`config.mk`:
```
export PLATFORM = sky130hd
export DESIGN_NAME = branch_ctrl
export DESIGN_NICKNAME = d
export VERILOG_FILES = /design/src/rtl/branch_pkg.sv /design/src/rtl/branch_lut.sv /design/src/rtl/branch_ctrl.sv
export SDC_FILE = /design/constraint.sdc
export NUM_CORES = 1
export LEC_CHECK = 0
export CAP_MARGIN = 20
export CORE_ASPECT_RATIO = 0.7
export CORE_UTILIZATION = 45
export CTS_BUF_LIST = sky130_fd_sc_hd__clkbuf_8
export DETAILED_ROUTE_END_ITERATION = 16
export PLACE_DENSITY = 0.91
export SLEW_MARGIN = 20
export SYNTH_ARGS = -nofsm -noshare
export SYNTH_HDL_FRONTEND = slang
export SYNTH_HIERARCHICAL = 1
export SYNTH_SLANG_ARGS = --single-unit
```
`constraint.sdc`:
```
create_clock -name Clk -period 3.14 [get_ports Clk]
set_clock_uncertainty 0.15 [all_clocks]
set_input_delay 0.785 -clock Clk [delete_from_list [all_inputs] [get_ports Clk]]
set_output_delay 0.785 -clock Clk [all_outputs]
set_load 0.01 [all_outputs]
```
`src/rtl/branch_pkg.sv`:
```
//----------------------------------------------------------------------------
// Module : branch_pkg
// Shared types and constants for the branch controller.
// Rev    : 1.0
//----------------------------------------------------------------------------
`default_nettype none

package branch_pkg;

  localparam int PC_W_DEF      = 10;
  localparam int LUT_IDX_W_DEF = 5;
  localparam int PROG_W_DEF    = 2;

  typedef enum logic [2:0] {
    NONE   = 3'd0,
    ALWAYS = 3'd1,
    IFZ    = 3'd2,
    IFC    = 3'd3,
    HALT   = 3'd4
  } br_op_t;

  typedef enum logic [2:0] {
    ST_IDLE   = 3'd0,
    ST_ARM    = 3'd1,
    ST_LAUNCH = 3'd2,
    ST_RUN    = 3'd3,
    ST_HALT   = 3'd4
  } bc_state_t;

  localparam logic [PC_W_DEF-1:0] ENTRY [4] = '{
    10'd0, 10'd128, 10'd256, 10'd384
  };

endpackage : branch_pkg

`default_nettype wire

```
`src/rtl/branch_lut.sv`:
```
//----------------------------------------------------------------------------
// Module : branch_lut
// Combinational ROM mapping a branch index to a two's-complement PC offset.
// Rev    : 1.0
//----------------------------------------------------------------------------
`default_nettype none

module branch_lut
  import branch_pkg::*;
#(
  parameter int PC_W      = PC_W_DEF,
  parameter int LUT_IDX_W = LUT_IDX_W_DEF
) (
  input  logic [LUT_IDX_W-1:0] idx,
  output logic [PC_W-1:0]      offset
);

  // Negative entries are backward branches; unlisted indices give offset 0.
  always_comb begin
    offset = '0;
    case (idx)
      LUT_IDX_W'(0):  offset = PC_W'(10);
      LUT_IDX_W'(1):  offset = PC_W'(5);
      LUT_IDX_W'(2):  offset = PC_W'(-3);
      LUT_IDX_W'(3):  offset = PC_W'(2);
      LUT_IDX_W'(4):  offset = PC_W'(-1);
      LUT_IDX_W'(5):  offset = PC_W'(16);
      LUT_IDX_W'(6):  offset = PC_W'(-16);
      LUT_IDX_W'(7):  offset = PC_W'(64);
      LUT_IDX_W'(8):  offset = PC_W'(-64);
      LUT_IDX_W'(9):  offset = PC_W'(32);
      LUT_IDX_W'(10): offset = PC_W'(-32);
      LUT_IDX_W'(11): offset = PC_W'(3);
      LUT_IDX_W'(12): offset = PC_W'(-8);
      LUT_IDX_W'(13): offset = PC_W'(8);
      LUT_IDX_W'(14): offset = PC_W'(128);
      LUT_IDX_W'(15): offset = PC_W'(-128);
      default:        offset = '0;
    endcase
  end

endmodule : branch_lut

`default_nettype wire

```
`src/rtl/branch_ctrl.sv`:
```
//----------------------------------------------------------------------------
// Module : branch_ctrl
// Launch sequencer, flag latch and branch resolver driving the PC Jen/Jump port.
// Rev    : 1.0
//----------------------------------------------------------------------------
`default_nettype none

module branch_ctrl
  import branch_pkg::*;
#(
  parameter int PC_W      = PC_W_DEF,
  parameter int LUT_IDX_W = LUT_IDX_W_DEF,
  parameter int PROG_W    = PROG_W_DEF
) (
  input  logic                 Clk,
  input  logic                 Reset,
  input  logic                 Start,
  input  logic [PROG_W-1:0]    ProgSel,
  input  logic [PC_W-1:0]      PC,
  input  logic [2:0]           BrOp,
  input  logic [LUT_IDX_W-1:0] BrIdx,
  input  logic                 FlagWe,
  input  logic                 AluZero,
  input  logic                 AluCarry,
  output logic                 Jen,
  output logic [PC_W-1:0]      Jump,
  output logic                 Done
);

  bc_state_t         state;
  bc_state_t         next_state;
  logic              zero_flag;
  logic              carry_flag;
  logic [PROG_W-1:0] prog_sel_reg;
  logic [PC_W-1:0]   lut_offset;
  logic [PC_W-1:0]   entry_pc;

  branch_lut #(
    .PC_W      (PC_W),
    .LUT_IDX_W (LUT_IDX_W)
  ) u_lut (
    .idx    (BrIdx),
    .offset (lut_offset)
  );

  assign entry_pc = PC_W'(ENTRY[prog_sel_reg]);

  always_ff @(posedge Clk) begin
    if (Reset) begin
      state        <= ST_IDLE;
      zero_flag    <= 1'b0;
      carry_flag   <= 1'b0;
      prog_sel_reg <= '0;
    end else begin
      state <= next_state;
      if (FlagWe) begin
        zero_flag  <= AluZero;
        carry_flag <= AluCarry;
      end
      if (state == ST_ARM && !Start) begin
        prog_sel_reg <= ProgSel;
      end
    end
  end

  // Default output is hold (Jen=1, Jump=0): the PC adds zero and stays put.
  always_comb begin
    next_state = state;
    Jen        = 1'b1;
    Jump       = '0;
    case (state)
      ST_IDLE: begin
        if (Start) next_state = ST_ARM;
      end
      ST_ARM: begin
        if (!Start) next_state = ST_LAUNCH;
      end
      ST_LAUNCH: begin
        Jump       = entry_pc - PC;
        next_state = ST_RUN;
      end
      ST_RUN: begin
        case (BrOp)
          ALWAYS: Jump = lut_offset;
          IFZ: begin
            Jen  = zero_flag;
            Jump = zero_flag ? lut_offset : '0;
          end
          IFC: begin
            Jen  = carry_flag;
            Jump = carry_flag ? lut_offset : '0;
          end
          HALT:    next_state = ST_HALT;
          default: Jen = 1'b0;
        endcase
      end
      ST_HALT: begin
        if (Start) next_state = ST_ARM;
      end
      default: next_state = ST_IDLE;
    endcase
  end

  assign Done = (state == ST_HALT);

endmodule : branch_ctrl

`default_nettype wire

```
After elaboration in Yosys (flattened, before gate mapping)

Memory sizes are Yosys's and may differ from the RTL's.
Cells that the tools add are included.

Flip-flop bits (word level): 7
ROM bits: 160
Input bits: 26
Logic and storage cells: 39
Memories kept: 1

$add $sub $neg: 1
$lt $le $gt $ge: 1
Equal/unequal tests: 11
Multiplexer cells: 14
Bitwise logic cells: 1
Reductions and logical operators: 6

Memory list:

| memory           | words | bits a word | rd ports | clocked after Yosys merged registers in | write ports | RTL line         | RTL |
|---|---|---|---|---|---|---|---|
| (name not given) | 16    | 10          | 1        | 0                                       | 0           | branch_lut.sv:21 | `case (idx)` |

Operators by type and width:

| operator                                                  | number |
|---|---|
| 2-to-1 mux 10 bit                                         | 5 |
| one-hot mux 10 bit (3 select lines)                       | 1 |
| binary-select mux 10 bit (select 2 bit)                   | 1 |
| one-hot mux 10 bit (2 select lines)                       | 1 |
| == test 3 x 2 -> 1 bit (second input constant)            | 4 |
| one-hot mux 3 bit (4 select lines)                        | 1 |
| subtractor 10 bit                                         | 1 |
| 2-to-1 mux 3 bit                                          | 3 |
| == test 3 x 1 -> 1 bit (second input constant)            | 2 |
| == test 3 bit (second input constant)                     | 2 |
| != test 2 bit (second input constant)                     | 2 |
| OR reduction 2 bit                                        | 2 |
| greater-or-equal comparator 3 bit (second input constant) | 1 |
| logical NOT 3 bit                                         | 1 |
| NOT 2 -> 3 bit                                            | 1 |
| one-hot mux 1 bit (3 select lines)                        | 1 |
| AND reduction 3 bit                                       | 1 |
| != test 2 x 1 -> 1 bit (second input constant)            | 1 |
| logical AND 1 bit                                         | 1 |
| logical NOT 1 bit                                         | 1 |
| 2-to-1 mux 1 bit                                          | 1 |

Longest topological paths before layout

Gate-level depths: netlist of the first run.

Word-level depth: 6
Depth in mapped cells: 7

Modules after synthesis

The synthesis of the first run kept the hierarchy.

Modules (own cells, without submodules):

| module      | times used | cells each | area an instance (µm²) | sequential area each (µm²) |
|---|---|---|---|---|
| branch_ctrl | 1          | 86         | 669.4                  | 140.1 |
| branch_lut  | 1          | 46         | 324.1                  | 0.0 |

Worst setup path before layout of the first run

OpenSTA, ideal clock, no wires.

Path type: input to output
Start: input port BrIdx[0]
End: output port Jump[9]
Data arrival time: 1868 ps
Data required time: 2205 ps
Slack: 337 ps
Stages on the path: 7
Path buffers: 1
Path through: inv_1 > ha_1 > and2b_1 > o21ai_1 > o21ai_0 > buf_4 > a211o_1

Word-level cells in the longest chain between the ends: 5

RTL lines:

| item                                        | RTL line                             | RTL |
|---|---|---|
| start, declared                             | branch_ctrl.sv:21                    | `input logic [LUT_IDX_W-1:0] BrIdx,` |
| memory read (16 x 10 bit) (*)               | -                                    |  |
| 2-to-1 mux 10 bit (*)                       | branch_lut.sv:21                     |  |
| net lut_offset[9]                           | branch_ctrl.sv:35                    | `logic [PC_W-1:0] lut_offset;` |
| 2-to-1 mux 10 bit, on equally long branches | branch_ctrl.sv:91, branch_ctrl.sv:87 |  |
| one-hot mux 10 bit (3 select lines) (*)     | branch_ctrl.sv:83                    | `case (BrOp)` |
| one-hot mux 10 bit (2 select lines) (*)     | branch_ctrl.sv:71                    | `case (state)` |
| end, declared                               | branch_ctrl.sv:26                    | `output logic [PC_W-1:0] Jump,` |

Mark *: on every way through the listed nets, which the timed path passes. The rest lies on a longest branch.

Worst setup path in the final report of the first run

Start: input port BrIdx[1]
End: output port Jump[7]

Same word-level chain as after synthesis.

==> results.cfg, run 1 <==
[worst_setup_path]
worst-path-max-fanout = 3
crit_required_ps = 2200
crit_type = in -> out
cp_slowest_cell = a222oi_1
cp_slowest_stage_delay_ps = 360
critPathArrivalTime_ps = 2300
critPathLaunchType = input port
cp_cell_sequence = buf_2 -> buf_6 -> ha_2 -> buf_4 -> a222oi_1 -> nor2_1 -> a22o_1 -> clkdlybuf4s15_2
cp-end-kind = output port

[power]
power_mw = 0.4777
ir_drop_mv = 0.1584
power_density_nw_per_um2 = 264.4
leakagePower_nw = 0.8208

[synth]
synth_area_leader_cell = dfxtp_1
synth_edf_count = 0
syn_inst = 132
syn-num-nets = 166
netlist_area_um2 = 993.5
yosysMostFrequentCell = nor2_1
ys_seq_elements = 7
yosys_warnings = 6
yosysSeqAreaShare_pct = 14.11
synth_common_cells = nor2_1 (17), a22o_1 (8), ha_1 (8), inv_1 (8)
yosys_most_used_dff = dfxtp_1
synth_top_area_share_pct = 14.11
syn_area_per_cell_um2 = 7.526
synthArstFlopShare_pct = 0
synth_area_leaders = dfxtp_1 (14%), ha_1 (10%), a22o_1 (7.1%), mux2i_1 (7.1%), nor2_1 (6.4%)
synth.distinct_cells = 43

[global_route]
grt_max_degree = 12
grt_overflow = 0
grt_antenna_before_repair = 0
grt_pass1_wl_mm = 7.210
grt_usage_pct = 44.34
grt_pass1_vias = 1458

[cts]
clock_latency_ps = 240
clk_pin_slew_worst_paths_ps = 50
cts_tree = done
cts_max_path_buffers = 2
cts.sinks = 7
cts_buffers = 3
ctsRootBufferMaster = clkbuf_8
cts-htree-levels = 1

[cells_and_area]
fin_area_um2 = 1807
fin_cells = 231
largest_register_ffs = 3
area_delta_synth_final_pct = 81.86
fill_cells = 72
antenna_cells = 0
final_core_util_pct = 91.80
nNetsFinal = 236
drive_above_1_share_pct = 41.29

[route]
drtAntennaViolNets = 0
vias_per_cell = 6.506
drcViolationCount = 0
drtPass1Iterations = 5
wl_per_cell_um = 22.47
drtIter0Drc = 155
vias = 1503
wl_mm = 5.190

[hold_path]
hold_path.class = reg -> reg

[placed_design]
place_area_um2 = 1555
hpwl_mm = 2.770
place_congestion = 0.9634
portBuffers = 37
pre_cts_ws_ps = -799.1
dpl.cell_count = 220

[die]
rows = 13
dieArea_um2 = 2403
core-area_um2 = 1968
die_w_um = 58.16
initial_core_util_pct = 50.48
die_h_um = 41.31
io_pins = 38

[sta]
worst_slew_pin_slew_ps = 376.2
holdWs_ps = 401.0
setup_ws_ps = -94.94
max-slew-margin-rel_pct = 74.92
period_minus_slack_ps = 3235
finalSetupTns_ps = -94.94
setup_viol = 1
finalHoldViolations = 0
fmax_ghz = 0.3091
slew_violations = 0
post-route-period-util_pct = 103.0

[status]
status = finished, violations left
violations = negative setup slack

[flow_run]
cap_violations = 0
-- logic make-up (layout without fill, tap and decap cells) --
logic type | after synthesis | count (layout) | share of synthesized area, %
adders and majority gates | 8 | 8 | 10.08
buffers and inverters | 14 | 83 | 7.934
and+or+nand+nor | 54 | 54 | 28.84
muxes | 8 | 8 | 8.187
xor gates and xnor gates | 7 | 7 | 6.171
AOI/OAI and AO/OA | 34 | 34 | 24.69
DFF | 7 | 7 | 14.11
-- cell type report --
class,count,area (µm²),area share [%]
repair buffers,71,613.1,33.93
flip-flops and latches,7,140.1,7.756
inverters,8,30.03,1.662
clock inverters,1,3.754,0.2078
multi-input cells,111,940.9,52.08
well taps,30,37.54,2.078
clock buffers,3,41.29,2.285
-- final timing paths --
kind	startpoint	slack, ps	depth (start not counted)	endpoint
worst max-delay path	BrIdx[1]	-90	8	Jump[7]
worst min-delay path	zero_flag$_SDFFE_PP0P_	400	2	zero_flag$_SDFFE_PP0P_
worst max register to register	state[0]$_SDFFE_PP0P_	1560	5	state[2]$_SDFFE_PP0P_
worst min register to register	zero_flag$_SDFFE_PP0P_	400	2	zero_flag$_SDFFE_PP0P_
-- cells in the final DEF (no fill, tap or decap), types with 4 or more instances in the layout --
cell / synthesis / routed
buf_4: 3 / 25
nor2_1: 17 / 16
clkdlybuf4s50_1: 0 / 10
buf_6: 2 / 9
a22o_1: 8 / 8
dlygate4sd2_1: 0 / 8
nand2_1: 7 / 7
dfxtp_1: 7 / 7
nand2b_1: 6 / 6
mux2i_1: 7 / 6
a21oi_1: 7 / 6
inv_1: 8 / 5
clkbuf_2: 0 / 5
buf_2: 0 / 5
clkdlybuf4s15_2: 0 / 5
inv_2: 0 / 4
xnor2_1: 5 / 4
nor3_1: 7 / 4
ha_4: 0 / 4
-- layer usage --
metal / wire, µm / GRT usage (%)
met2: 2359 / 78.74
met3: 623 / 14.81
met5: 0 / 0
met4: 391 / 32.14
met1: 1815 / 47.09
-- worst max-delay path: cells and delay by family --
| kind | cells | cell delay [ps] |
|---|---|---|
| adders and majority gates | 1 | 190 |
| and+or+nand+nor | 1 | 120 |
| buffers and inverters | 4 | 610 |
| AOI/OAI and AO/OA | 2 | 590 |
-- where the power goes --
| part | internal [mW] | switching [mW] |
|---|---|---|
| clock network | 0.0855 | 0.0502 |
| registers | 0.0957 | 0.0111 |
| logic | 0.118 | 0.117 |
| total | 0.299 | 0.179 |
-- repair_timing --
item | in CTS | in global routing
buffers inserted | 4 | 2
gates cloned | 1 | 0
pin swaps | 17 | 10
setup endpoints to repair | 11 | 9
hold buffers | 0 | 0
gates resized for setup | 82 | 25
Note: power is estimated with default switching activity, not from simulation.
==> inputs of run 2 (changes only) <==
CAP_MARGIN = 0   (was 20)
CORE_MARGIN = 3   (was default)
CORE_UTILIZATION = 49   (was 45)
PLACE_DENSITY = 0.95   (was 0.91)
clock period = 3.85 ns   (was 3.14 ns; I/O delays follow)
==> run 2 against run 1 <==
Net effect:
- the flow now stops in global routing (5_1_grt)
- synthesized cell count unchanged
- area after synthesis did not move
==> results.cfg, run 2 <==
[global_route]
grt_antenna_before_repair = 0
grt_max_degree = 12

[status]
status = did not finish
tool.error = [ERROR DPL-0033] detailed placement checks failed during check placement.
failed_stage = global routing (5_1_grt)

[synth]
yosys_warnings = 6
synth-xor-area-share_pct = 6.171
yosysSeqAreaShare_pct = 14.11
syn-num-nets = 166
yosysMostFrequentCell = nor2_1
synthArstFlopShare_pct = 0
synth_area_leader_cell = dfxtp_1
syn_area_per_cell_um2 = 7.526
synth_common_cells = nor2_1 (17), a22o_1 (8), ha_1 (8), inv_1 (8)
synth_top_area_share_pct = 14.11
muxShareOfSynthArea_pct = 8.186
synth-compound-area-share_pct = 24.69
netlist_area_um2 = 993.5
syn_inst = 132
synth_area_leaders = dfxtp_1 (14%), ha_1 (10%), a22o_1 (7.1%), mux2i_1 (7.1%), nor2_1 (6.4%)
synth_fa_ha_area_share_pct = 10.08
ys_seq_elements = 7
yosys.area_share.simple_pct = 28.84
synth.distinct_cells = 43
yosys_most_used_dff = dfxtp_1
synth_top_family_by_area = simple AND/OR/NAND/NOR gates
synth_edf_count = 0

[placed_design]
portBuffers = 37
place_area_um2 = 1544
dpl.cell_count = 211
hpwl_mm = 2.893
place_congestion = 0.8890

[die]
initial_core_util_pct = 57.04
rows = 12
die_h_um = 43.67
io_pins = 38
die_w_um = 59.82

[sta]
worstEndpointGrtRepair = Jump[7]
endpoint_type = primary output

[cts]
cts_max_path_buffers = 2
ctsRootBufferMaster = clkbuf_8
cts_buffers = 3
cts.sinks = 7
cts-htree-levels = 1
## run 2: cell counts after synthesis
No cell type changed its count.
## run 2: logic make-up after synthesis
family | count (synthesis)
DFF | 7
muxes | 8
adders and majority gates | 8
and+or+nand+nor | 54
xor gates and xnor gates | 7
buffers and inverters | 14
AOI/OAI and AO/OA | 34
## run 2: repair_timing
item	CTS
endpoints found under the setup margin	10
pin swaps	1
gates resized for setup	34
buffers inserted	0
hold buffers	0
## run 2: stage by stage
| step | setup slack [ps] | TNS, ps | hold slack, ps |
|---|---|---|---|
| CTS | 2.744 | 0 | 344.7 |
| detailed placement | -389.5 | -2638 | 332.3 |
| global placement | -239.5 | -1787 | 325.6 |
| floorplan | 691.6 | 0 | 301.0 |
==> inputs of run 3 (changes only) <==
CORE_AREA = 3 3 64 66   (was default)
CORE_ASPECT_RATIO = default   (was 0.7)
CORE_MARGIN = default   (was 3)
CORE_UTILIZATION = default   (was 49)
CTS_BUF_LIST = default   (was sky130_fd_sc_hd__clkbuf_8)
DIE_AREA = 0 0 67 69   (was default)
PLACE_DENSITY = default   (was 0.95)
PLACE_DENSITY_LB_ADDON = 0.15   (was default)
==> run 3 against run 2 <==
Net effect:
- the run now ends clean
==> results.cfg, run 3 (synthesis gave the netlist of run 1 again) <==
[status]
status = finished, final reports clean

[sta]
setup_ws_ps = 113.7
fmax_ghz = 0.2676
period_minus_slack_ps = 3736
finalHoldViolations = 0
max-slew-margin-rel_pct = 80.02
holdWs_ps = 334.1
slew_violations = 0
post-route-period-util_pct = 97.05
worst_slew_pin_slew_ps = 299.7
setup_viol = 0
rsz0062_at_grt = false

[cts]
cts_buffers = 3
cts.sinks = 7
cts-htree-levels = 1
hold_buffers = 0
clock_latency_ps = 220
ctsRootBufferMaster = clkbuf_8
cts_max_path_buffers = 2
clk_pin_slew_worst_paths_ps = 40
cts_tree = done

[worst_setup_path]
cp_slowest_cell = clkdlybuf4s50_1
crit_type = in -> out
cp_cell_sequence = clkdlybuf4s50_1 -> nor4_2 -> buf_4 -> nand3_1 -> mux2i_1 -> a211o_1 -> dlygate4sd2_1
critPathLaunchType = input port
critPathArrivalTime_ps = 2620
crit_required_ps = 2740
worst-path-max-fanout = 4
cp_slowest_stage_delay_ps = 520
cp-end-kind = output port
r2r_slack_ps = 2470

[power]
ir_drop_mv = 0.1954
power_density_nw_per_um2 = 197.2
leakagePower_nw = 0.8086
power_mw = 0.3364

[cells_and_area]
layout_common_cells = buf_4 (31), clkdlybuf4s50_1 (20), nor2_1 (17)
antenna_cells = 0
area_delta_synth_final_pct = 71.66
nNetsFinal = 233
drive_above_1_share_pct = 25.76
largest_register_ffs = 3
fill_cells = 380
fin_cells = 246
final_common_cell = buf_4

[placed_design]
portBuffers = 37
hpwl_mm = 2.320
pre_cts_ws_ps = -367.8
dpl.cell_count = 240
place_congestion = 0.8457

[route]
drtPass1Iterations = 4
drtAntennaViolNets = 0
vias = 1147
wl_per_cell_um = 11.58
vias_per_cell = 4.663
drcViolationCount = 0
drtIter0Drc = 65
wl_mm = 2.849

[die]
die_h_um = 69
dieArea_um2 = 4623
io_pins = 38
initial_core_util_pct = 27.34
core-area_um2 = 3633
rows = 22
die_w_um = 67

[global_route]
grt_antenna_before_repair = 0
grt_overflow = 0
grt_max_degree = 12
grt_pass1_wl_mm = 4.609
grt_usage_pct = 12.08
grt_pass1_vias = 1104

[flow_run]
cap_violations = 0

[hold_path]
hold_path.class = reg -> reg
==> run 3: layout make-up <==
cell class                 instances  area (µm²)  area share, %
tap                               48       60.06          3.522
timing repair buffer              68       596.8          35.00
sequential                         7       140.1          8.217
inverter                           8       30.03          1.761
multi-input combinational        111       833.3          48.86
clock buffer                       4       45.04          2.641
==> run 3: report_power, final <==
group	total (mW)	switching, mW	internal, mW	leakage (nW)
sequential	0.0843	0.00607	0.0783	0.0575
clock	0.0987	0.0275	0.0713	0.0228
combinational	0.153	0.0661	0.0873	0.728
total	0.336	0.0996	0.237	0.809
==> run 3: repair_timing <==
action	in CTS	in global routing
buffers inserted	0	2
gates resized for setup	20	12
pin swaps	5	1
endpoints found under the setup margin	10	7
==> run 3: worst paths after layout <==
| path | end | depth (start not counted) | start |
|---|---|---|---|
| max | Jump[9] | 7 | PC[3] |
| min | carry_flag$_SDFFE_PP0P_ | 2 | carry_flag$_SDFFE_PP0P_ |
| max reg2reg | state[2]$_SDFFE_PP0P_ | 4 | state[0]$_SDFFE_PP0P_ |
| min reg2reg | carry_flag$_SDFFE_PP0P_ | 2 | carry_flag$_SDFFE_PP0P_ |
==> run 3: metrics by stage <==
| step | instance area (µm²) | setup TNS, ps | util (%) |
|---|---|---|---|
| finish | 1705 | 0 | 46.94 |
| global route | 1705 | 0 | 46.94 |
| CTS | 1652 | -82.13 | 45.45 |
| detailed placement | 1593 | -2213 | 43.84 |
| global placement | 1593 | -2011 | 43.84 |
| floorplan | 993.5 | 0 | - |
==> run 3: per-layer routing <==
layer | vias to the layer above | routed length [µm] | part of all wire [%] | GRT usage, %
met5 | - | 0 | 0 | 0
met3 | 2 | 159 | 5.6 | 1.140
met2 | 28 | 1418 | 50 | 21.40
li1 | 602 | - | - | -
met4 | 0 | 9 | 0.32 | 2.703
met1 | 515 | 1261 | 44 | 15.35
==> run 3: critical path: cells and delay by family <==
family	cells	cell delay [ps]
AOI/OAI and AO/OA	1	280
and+or+nand+nor	2	280
buffers and inverters	3	960
muxes	1	140
